### config.mk
export PLATFORM = sky130hd
export DESIGN_NAME = burst_read_master_fifo
export DESIGN_NICKNAME = d
export VERILOG_FILES = /design/src/rtl/burst_read_master_fifo.sv
export SDC_FILE = /design/constraint.sdc
export NUM_CORES = 1
export LEC_CHECK = 0
export BUFFER_PORTS_ARGS = -buffer_cell sky130_fd_sc_hd__buf_4
export CAP_MARGIN = 0
export CORE_MARGIN = 2
export CORE_UTILIZATION = 45
export DETAILED_ROUTE_END_ITERATION = 6
export PLACE_DENSITY_LB_ADDON = 0.2
export SYNTH_ARGS = -nofsm -noshare
export SYNTH_HDL_FRONTEND = slang
export SYNTH_SLANG_ARGS = --single-unit
### constraint.sdc
create_clock -name clk -period 8.2 [get_ports clk]
set_input_delay 1.23 -clock clk [delete_from_list [all_inputs] [get_ports clk]]
set_output_delay 1.23 -clock clk [all_outputs]
set_load 0.02 [all_outputs]
### src/rtl/burst_read_master_fifo.sv
// Avalon-MM bursting read master with a show-ahead read-data FIFO and credit-based issue.
// Optional abort support is compiled in when BRM_ABORT_EN is defined.
`timescale 1ns/1ps
module burst_read_master_fifo #(
  parameter int DATAWIDTH       = 32,
  parameter int BYTEENABLEWIDTH = 4,
  parameter int ADDRESSWIDTH    = 32,
  parameter int MAXBURSTCOUNT   = 8,
  parameter int BURSTCOUNTWIDTH = 4,
  parameter int FIFODEPTH       = 32,
  parameter int FIFODEPTH_LOG2  = 5
) (
  input  logic                       clk,
  input  logic                       reset,
  input  logic                       control_fixed_location,
  input  logic [ADDRESSWIDTH-1:0]    control_read_base,
  input  logic [ADDRESSWIDTH-1:0]    control_read_length,
  input  logic                       control_go,
`ifdef BRM_ABORT_EN
  input  logic                       control_abort,
`endif
  output logic                       control_done,
  output logic                       control_busy,
  output logic [ADDRESSWIDTH-1:0]    master_address,
  output logic                       master_read,
  output logic [BYTEENABLEWIDTH-1:0] master_byteenable,
  output logic [BURSTCOUNTWIDTH-1:0] master_burstcount,
  input  logic                       master_waitrequest,
  input  logic                       master_readdatavalid,
  input  logic [DATAWIDTH-1:0]       master_readdata,
  input  logic                       user_read_buffer,
  output logic [DATAWIDTH-1:0]       user_buffer_data,
  output logic                       user_data_available
);

  localparam int BE_LOG2 = $clog2(BYTEENABLEWIDTH);
  localparam int MB_LOG2 = $clog2(MAXBURSTCOUNT);
  localparam int PW      = FIFODEPTH_LOG2 + 1;
  localparam int CW      = FIFODEPTH_LOG2 + 2;
  localparam logic [ADDRESSWIDTH-1:0] WORD_MASK = ~ADDRESSWIDTH'(BYTEENABLEWIDTH - 1);

  typedef enum logic [1:0] {IDLE, RUN, DRAIN} state_t;

  state_t                     state, state_next;
  logic [ADDRESSWIDTH-1:0]    address, length, words_left;
  logic                       fixed_q, hold_q, abort_q, abort_in, stop;
  logic [PW-1:0]              reads_pending, fifo_used;
  logic [FIFODEPTH_LOG2-1:0]  wr_ptr, rd_ptr;
  logic [DATAWIDTH-1:0]       mem [FIFODEPTH];
  logic [MB_LOG2-1:0]         off;
  logic [BURSTCOUNTWIDTH-1:0] max_bc, bc;
  logic                       credit_ok, accept, last_cmd, go_ok, push, pop, flushing;

  // Burst sizing: never cross a MAXBURSTCOUNT-word boundary, never exceed what is left.
  assign off        = address[BE_LOG2 +: MB_LOG2];
  assign words_left = length >> BE_LOG2;
  assign max_bc     = BURSTCOUNTWIDTH'(MAXBURSTCOUNT) - BURSTCOUNTWIDTH'(off);

  // NOTE: every always_comb output gets a default first so no latch is inferred.
  always_comb begin
    bc = max_bc;
    if (fixed_q)
      bc = BURSTCOUNTWIDTH'(1);
    else if (words_left < ADDRESSWIDTH'(max_bc))
      bc = BURSTCOUNTWIDTH'(words_left);
  end

  assign credit_ok = (CW'(reads_pending) + CW'(fifo_used) + CW'(bc)) <= CW'(FIFODEPTH);
  assign go_ok     = control_go && ((control_read_length >> BE_LOG2) != '0);
  assign accept    = master_read & ~master_waitrequest;
  assign last_cmd  = words_left == ADDRESSWIDTH'(bc);
  assign stop      = abort_in | abort_q;
  assign flushing  = (state == DRAIN) & abort_q;

`ifdef BRM_ABORT_EN
  assign abort_in = control_abort;

  always_ff @(posedge clk or posedge reset) begin
    if (reset)
      abort_q <= 1'b0;
    else if (state == DRAIN && reads_pending == '0)
      abort_q <= 1'b0;
    else if (state == RUN && control_abort)
      abort_q <= 1'b1;
  end
`else
  assign abort_in = 1'b0;
  assign abort_q  = 1'b0;
`endif

  // NOTE: sequential state uses non-blocking assignments only, so every flop samples pre-edge values.
  always_ff @(posedge clk or posedge reset) begin
    if (reset) state <= IDLE;
    else       state <= state_next;
  end

  always_comb begin
    state_next  = state;
    master_read = 1'b0;
    case (state)
      IDLE:  if (go_ok) state_next = RUN;
      RUN: begin
        // A stalled command stays asserted until accepted, even under abort.
        master_read = hold_q | (~stop & (words_left != '0) & credit_ok);
        if (accept && last_cmd)
          state_next = DRAIN;
        else if (stop && !(master_read && master_waitrequest))
          state_next = DRAIN;
      end
      DRAIN: if (reads_pending == '0) state_next = IDLE;
      default: state_next = IDLE;
    endcase
  end

  always_ff @(posedge clk or posedge reset) begin
    if (reset) begin
      address       <= '0;
      length        <= '0;
      fixed_q       <= 1'b0;
      hold_q        <= 1'b0;
      reads_pending <= '0;
    end else begin
      hold_q        <= master_read & master_waitrequest;
      reads_pending <= reads_pending + (accept ? PW'(bc) : PW'(0)) - PW'(master_readdatavalid);
      if (state == IDLE && go_ok) begin
        address <= control_read_base & WORD_MASK;
        length  <= control_read_length & WORD_MASK;
        fixed_q <= control_fixed_location;
      end else if (accept) begin
        if (!fixed_q) address <= address + (ADDRESSWIDTH'(bc) << BE_LOG2);
        length <= length - (ADDRESSWIDTH'(bc) << BE_LOG2);
      end
    end
  end

  // Credit accounting guarantees the FIFO never overflows, so push needs no full check.
  assign push = master_readdatavalid & ~flushing;
  assign pop  = user_read_buffer & user_data_available & ~flushing;

  always_ff @(posedge clk or posedge reset) begin
    if (reset) begin
      wr_ptr    <= '0;
      rd_ptr    <= '0;
      fifo_used <= '0;
    end else if (flushing) begin
      wr_ptr    <= '0;
      rd_ptr    <= '0;
      fifo_used <= '0;
    end else begin
      if (push) wr_ptr <= wr_ptr + 1'b1;
      if (pop)  rd_ptr <= rd_ptr + 1'b1;
      fifo_used <= fifo_used + PW'(push) - PW'(pop);
    end
  end

  // NOTE: the storage array has no reset; validity is tracked by the pointers and fifo_used.
  always_ff @(posedge clk) begin
    if (push) mem[wr_ptr] <= master_readdata;
  end

  assign control_done        = (state == IDLE);
  assign control_busy        = ~control_done;
  assign master_address      = address;
  assign master_byteenable   = '1;
  assign master_burstcount   = bc;
  assign user_buffer_data    = mem[rd_ptr];
  assign user_data_available = (fifo_used != '0);

endmodule

==> impl_metrics.json, run 1 <==
{
  "result_of_the_run": "completed",
  "grt.total_usage": 0.210,
  "yosys_warnings": 0,
  "worst-path-max-fanout": 6,
  "portBuffers": 168,
  "grt_pass1_vias": 23265,
  "grt_overflow": 0,
  "drt_pass1_iterations": 5,
  "synthesis.area_sq_um": 44900,
  "post-route-drc-count": 0,
  "worst-slew-pin-transition_ns": 1.03,
  "irDropWorstVdd_mv": 0.286,
  "crit_path_cell_trace": "or4_4, or4b_4, or3_1, a211o_1, mux2i_1, nor2_1, fa_1, ha_1, a211oi_1, o21ba_2, o2111ai_1, a211oi_2, nor2_1, nor2_1, buf_4",
  "grt_pass1_wl_microns": 156000,
  "insertion_delay_ns": 0.69,
  "critical_path_class": "reg -> out",
  "area.growth.synth_to_final_pct": 14.9,
  "detail_route.vias_per_cell": 5.89,
  "max-cap-violations": 0,
  "place.gp.congestion": 0.798,
  "synthDominantCellAreaShare": 0.685,
  "htree_num_levels": 3,
  "setup.worst_path.end_class": "output port",
  "cts_hold_buffers": 0,
  "synth-main-ff-cell": "edfxtp_1",
  "yosysMostFrequentCell": "edfxtp_1",
  "clock_power_share": 0.270,
  "power_density_nw_per_um2": 360,
  "avgRoutedWirePerCell_microns": 28.0,
  "cts_sinks": 1110,
  "internal_power_mw": 12.6,
  "worst-endpoint-required_ns": 6.97,
  "power_switching_mw": 5.97,
  "fp.dieH_microns": 320,
  "synthCells": 2171,
  "dpl-instance-area_sq_um": 47900,
  "final_max_slew_viol_count": 0,
  "yosysUniqueCellTypes": 74,
  "syn_avg_cell_area_sq_um": 20.7,
  "timing.critical_path.arrival_ns": 6.30,
  "tns_ns": 0,
  "switching_share": 0.322,
  "detailroute.via_count": 22224,
  "yosys-top-cells-area": "edfxtp_1, mux4_2, dfrtp_1",
  "die_w_microns": 320,
  "total_of_cells_resized_after_clock_tree_synthesis": 0,
  "fin_crit_ns": 7.53,
  "yosys.area.top_type": "edfxtp_1",
  "crit_path_top_delay_cell": "or4b_4",
  "clockBufferDepth": 3,
  "final_design_area_no_fill_sq_um": 51600,
  "grt_start_max_net_pins": 134,
  "synth_common_cells": "edfxtp_1, mux4_2, dfrtp_1, nor2_1, clkbuf_1",
  "design.core.area_sq_um": 98600,
  "clk_pin_slew_worst_paths_ns": 0.06,
  "number_of_enable_flip_flop_cells_after_synthesis": 1024,
  "hold_viol_final": 0,
  "setup_viol_count_final": 0,
  "critical_path_max_stage_delay_ns": 0.60,
  "power.share.combinational": 0.343,
  "holdCritPathClass": "in -> async",
  "cts-root-buf": "clkbuf_16",
  "leakage_nw": 16.8,
  "inserted_diodes": 0,
  "fp.dieArea_sq_um": 102000,
  "clock.fmax_ghz": 0.133,
  "starting_density": 0.455,
  "number_of_nets_with_antenna_violations_after_detailed_routing": 0,
  "grt_setup_unrepaired": "false",
  "seqPwrFrac": 0.387,
  "fin_total_pwr_mw": 18.5,
  "place_hpwl_microns": 56000,
  "post_cts_setup_buffers": 0,
  "top_cell_by_count_worst_path": "nor2_1",
  "relSlewSlack": 0.309,
  "rows": 115,
  "ios": 179,
  "total_routed_length_microns": 106000,
  "post-place-cells": 3564,
  "fin_crit_sh": 0.919,
  "postSynth.asyncResetShare": 0.0775,
  "synth-seq-cells": 1110,
  "startpoint_type": "flop",
  "cts-buffers-inserted": 113,
  "layout-drive-gt1-share": 0.320,
  "worst_hold_slack_ns": 0.494,
  "synth_seq_area_share": 0.733,
  "final_standard_cell_count_with_taps_included_and_fillers_excluded": 3776,
  "cts_tree": "built",
  "grt_antenna_before_repair": 2,
  "drt-initial-drc-count": 2309,
  "worst_clock_skew_ns": 0.0225,
  "final_nets": 2546
}
## cells by family (layout without fill, tap and decap cells)
group	after synthesis	in the layout	share of synthesized area
AO/OA/AOI/OAI	148	148	0.0236
XOR/XNOR	30	30	0.00585
adder cells (fa/ha/maj)	51	51	0.0157
buffers and inverters	171	485	0.0161
flip-flops	1110	1110	0.733
multiplexers	362	362	0.171
other	2	6	0.000167
AND/OR/NAND/NOR	297	297	0.0346
## power groups by stage
stage	sequential [mW]	combinational, mW	clock [mW]
2_1_floorplan	7.07	4.59	0
3_3_place_gp	7.26	6.38	0
3_5_place_dp	7.29	6.48	0
4_1_cts	7.18	6.50	5.10
5_1_grt	7.24	6.91	5.31
6_report	7.17	6.37	5.00
## cells in the final DEF, fill, tap and decap left out, types with 8 or more instances in the layout
cell type  synthesis  routed
a21oi_1           16      16
mux4_2           320     320
nor2_1            86      54
o21ai_1           13      13
nor2_4             0      32
and3_1             9       9
fa_1               9       9
a21o_1             8       8
nor4_1            14      14
inv_1             56      55
bufinv_16          0       9
ha_1              42      42
clkbuf_1          72      29
nand4_1           11      11
a221o_1            8       8
clkinv_2           0      21
or4_1             20      20
buf_4              7     214
clkinv_1           0      24
dfrtp_1           86      81
clkbuf_16          0     114
nand3_1           37      37
xor2_1            20      20
mux2_2            35      35
nand2_1           49      49
nor3_1             8       8
o21ai_0           19      19
or3_1             17      17
xnor2_1           10      10
o31ai_1           10      10
edfxtp_1        1024    1024
o211ai_1          19      19
a31oi_1           19      19
## sequential cells by signal, indices dropped and copies added, names as in the netlist
register	count
rd_ptr	5
fifo_used	6
fixed_q	1
mem	1024
length	30
reads_pending	6
wr_ptr	5
hold_q	1
master_address	30
state	2
## through the flow
stage / setup WS (ns) / util
global placement: 1.22 / 0.486
global route: 0.213 / 0.523
floorplan: 1.72 / -
CTS: 0.603 / 0.523
finish: 0.668 / 0.523
detailed placement: 1.12 / 0.486
## worst max-delay path: cells and delay by family, from the launching register on
family	cells	cell delay [ns]
and+or+nand+nor	6	2.50
AOI/OAI and AO/OA	5	1.59
adders and majority gates	2	0.72
DFF	1	0.43
buffers and inverters	1	0.20
muxes	1	0.15
## area by class of cell
type	instances	area, sq um
Multi-Input combinational cell	894	11500
Clock inverter	69	668
Clock buffer	143	2960
Timing Repair Buffer	217	1670
Sequential cell	1110	32900
Tap cell	1287	1610
Inverter	56	211
Fill cell	7684	47000
## worst paths after layout
check | from | to | slack, ns | cells after the start
min | reset | rd_ptr[3]$_DFFE_PP0P_ | 0.49 | 2
min reg2reg | length[25]$_DFFE_PP0P_ | length[25]$_DFFE_PP0P_ | 0.52 | 1
max reg2reg | length[20]$_DFFE_PP0P_ | reads_pending[5]$_DFF_PP0_ | 1.10 | 23
max | length[20]$_DFFE_PP0P_ | master_read | 0.67 | 15
min in group clk | length[25]$_DFFE_PP0P_ | length[25]$_DFFE_PP0P_ | 0.52 | 1
max in group asynchronous | reset | master_address[26]$_DFFE_PP0P_ | 6.47 | 3
## metal layers
metal,routed length [microns],global-route usage,share of wire
met1,43000,0.281,0.41
met5,20,0,0.00019
met3,6340,0.0352,0.060
met4,2660,0.0577,0.025
met2,53500,0.358,0.51
Note: power is estimated with default switching activity, not from simulation.
==> run 2, diff against run 1 <==
--- a/config.mk
+++ b/config.mk
@@ -9,6 +9,7 @@
 export CAP_MARGIN = 0
 export CORE_MARGIN = 2
 export CORE_UTILIZATION = 45
+export CTS_BUF_LIST = sky130_fd_sc_hd__clkbuf_16
 export DETAILED_ROUTE_END_ITERATION = 6
 export PLACE_DENSITY_LB_ADDON = 0.2
 export SYNTH_ARGS = -nofsm -noshare
==> impl_metrics.json, run 2 (synthesis gave the netlist of run 1 again) <==
{
  "post_cts_setup_buffers": 0,
  "grt_overflow": 0,
  "max-cap-violations": 0,
  "layout_common_cells": "edfxtp_1, mux4_2, buf_4, clkbuf_16, inv_1",
  "final_design_area_no_fill_sq_um": 51600,
  "dpl-instance-area_sq_um": 47900,
  "worst-slew-pin-transition_ns": 1.02,
  "critical_path_class": "reg -> out",
  "total_routed_length_microns": 106000,
  "crit-reg2reg-capture": "reads_pending[5]$_DFF_PP0_",
  "worst-path-max-fanout": 6,
  "cts_tree": "built",
  "detailroute.via_count": 22170,
  "post-place-cells": 3564,
  "grt_pass1_vias": 23264,
  "relSlewSlack": 0.319,
  "starting_density": 0.455,
  "hold_viol_final": 0,
  "grt.total_usage": 0.210,
  "leakage_nw": 16.9,
  "area.growth.synth_to_final_pct": 14.9,
  "drt-initial-drc-count": 2304,
  "reg2reg_setup_slack_ns": 1.10,
  "top_cell_by_count_worst_path": "nor2_1",
  "rr_startpoint": "length[20]$_DFFE_PP0P_",
  "grt_pass1_wl_microns": 156000,
  "grt_antenna_before_repair": 2,
  "power.share.combinational": 0.344,
  "cts_sinks": 1110,
  "seqPwrFrac": 0.388,
  "final_max_slew_viol_count": 0,
  "worst_hold_slack_ns": 0.494,
  "portBuffers": 168,
  "insertion_delay_ns": 0.69,
  "total_of_cells_resized_after_clock_tree_synthesis": 0,
  "critical_path_max_stage_delay_ns": 0.60,
  "result_of_the_run": "completed",
  "crit_path_top_delay_cell": "or4b_4",
  "detail_route.vias_per_cell": 5.87,
  "path_delay_family": "simple AND/OR/NAND/NOR gates",
  "clock_power_share": 0.268,
  "crit_path_cell_trace": "or4_4, or4b_4, or3_1, a211o_1, mux2i_1, nor2_1, fa_1, ha_1, a211oi_1, o21ba_2, o2111ai_1, a211oi_2, nor2_1, nor2_1, buf_4",
  "critical_path.n_buffers_inverters": 1,
  "cts_hold_buffers": 0,
  "fin_total_pwr_mw": 18.5,
  "holdCritPathClass": "in -> async",
  "fp.dieArea_sq_um": 102000,
  "final_nets": 2546,
  "number_of_nets_with_antenna_violations_after_detailed_routing": 0,
  "rr_worst_depth": 23,
  "rows": 115,
  "clockBufferDepth": 3,
  "layout.core_utilization": 0.523,
  "cts-buffers-inserted": 113,
  "grt_start_max_net_pins": 134,
  "worst_clock_skew_ns": 0.0224,
  "fin_crit_ns": 7.53,
  "internal_power_mw": 12.5,
  "fp.dieH_microns": 320,
  "htree_num_levels": 3,
  "dp_worst_setup_slack_ns": 1.12,
  "irDropWorstVdd_mv": 0.287,
  "switching_share": 0.323,
  "max_flop_register": "mem",
  "layout_setup_ws_ns": 0.668,
  "place_hpwl_microns": 56000,
  "place.gp.congestion": 0.798,
  "design.core.area_sq_um": 98600,
  "layout-drive-gt1-share": 0.320,
  "power_switching_mw": 5.98,
  "die_w_microns": 320,
  "worst-endpoint-required_ns": 6.97,
  "post-route-drc-count": 0,
  "power_density_nw_per_um2": 359,
  "timing.critical_path.arrival_ns": 6.30,
  "ios": 179,
  "setup_viol_count_final": 0,
  "final_standard_cell_count_with_taps_included_and_fillers_excluded": 3776,
  "avgRoutedWirePerCell_microns": 28.0,
  "startpoint_type": "flop",
  "clk_pin_slew_worst_paths_ns": 0.06,
  "inserted_diodes": 0,
  "mostFrequentLayoutCell": "edfxtp_1",
  "clock.fmax_ghz": 0.133,
  "largest_reg_flops": 1024,
  "grt_setup_unrepaired": "false",
  "cts-root-buf": "clkbuf_16",
  "setup.worst_path.end_class": "output port",
  "drt_pass1_iterations": 5,
  "tns_ns": 0,
  "fin_crit_sh": 0.918
}
run 2: cell types whose count changed in the layout (fill, tap and decap cells not counted), sizes merged:
cell	previous run	this run
clkbuf	143	114
inv	56	85
run 2: how the worst max path moves through the flow:
stage                                start                         end  slack [ns]  depth (start not counted)
floorplan           length[20]$_DFFE_PP0P_  reads_pending[4]$_DFF_PP0_        1.72                         24
detailed placement  length[20]$_DFFE_PP0P_  reads_pending[5]$_DFF_PP0_        1.12                         23
global route        length[12]$_DFFE_PP0P_                 master_read        0.21                         15
finish              length[20]$_DFFE_PP0P_                 master_read        0.67                         15
global placement    length[20]$_DFFE_PP0P_  reads_pending[5]$_DFF_PP0_        1.22                         23
CTS                 length[20]$_DFFE_PP0P_                 master_read        0.60                         15
run 2: per-layer routing:
| metal | part of all wire | track usage | up-vias |
|---|---|---|---|
| met3 | 0.060 | 0.0352 | 153 |
| li1 | - | - | 9453 |
| met1 | 0.41 | 0.281 | 11842 |
| met5 | 0.00019 | 0 | - |
| met2 | 0.51 | 0.358 | 718 |
| met4 | 0.025 | 0.0577 | 4 |
run 2: area by class of cell:
class                   instances  area, sq um
flip-flops and latches       1110        32900
multi-input cells             894        11500
fillers                      7684        47000
well taps                    1287         1610
repair buffers                217         1670
clock buffers                 114         2850
clock inverters                98          777
inverters                      56          211
run 2: power groups by stage:
stage / clock network [mW] / logic (mW) / registers (mW)
4_1_cts: 5.07 / 6.50 / 7.18
3_3_place_gp: 0 / 6.38 / 7.26
2_1_floorplan: 0 / 4.59 / 7.07
6_report: 4.97 / 6.37 / 7.18
5_1_grt: 5.27 / 6.91 / 7.24
3_5_place_dp: 0 / 6.48 / 7.29
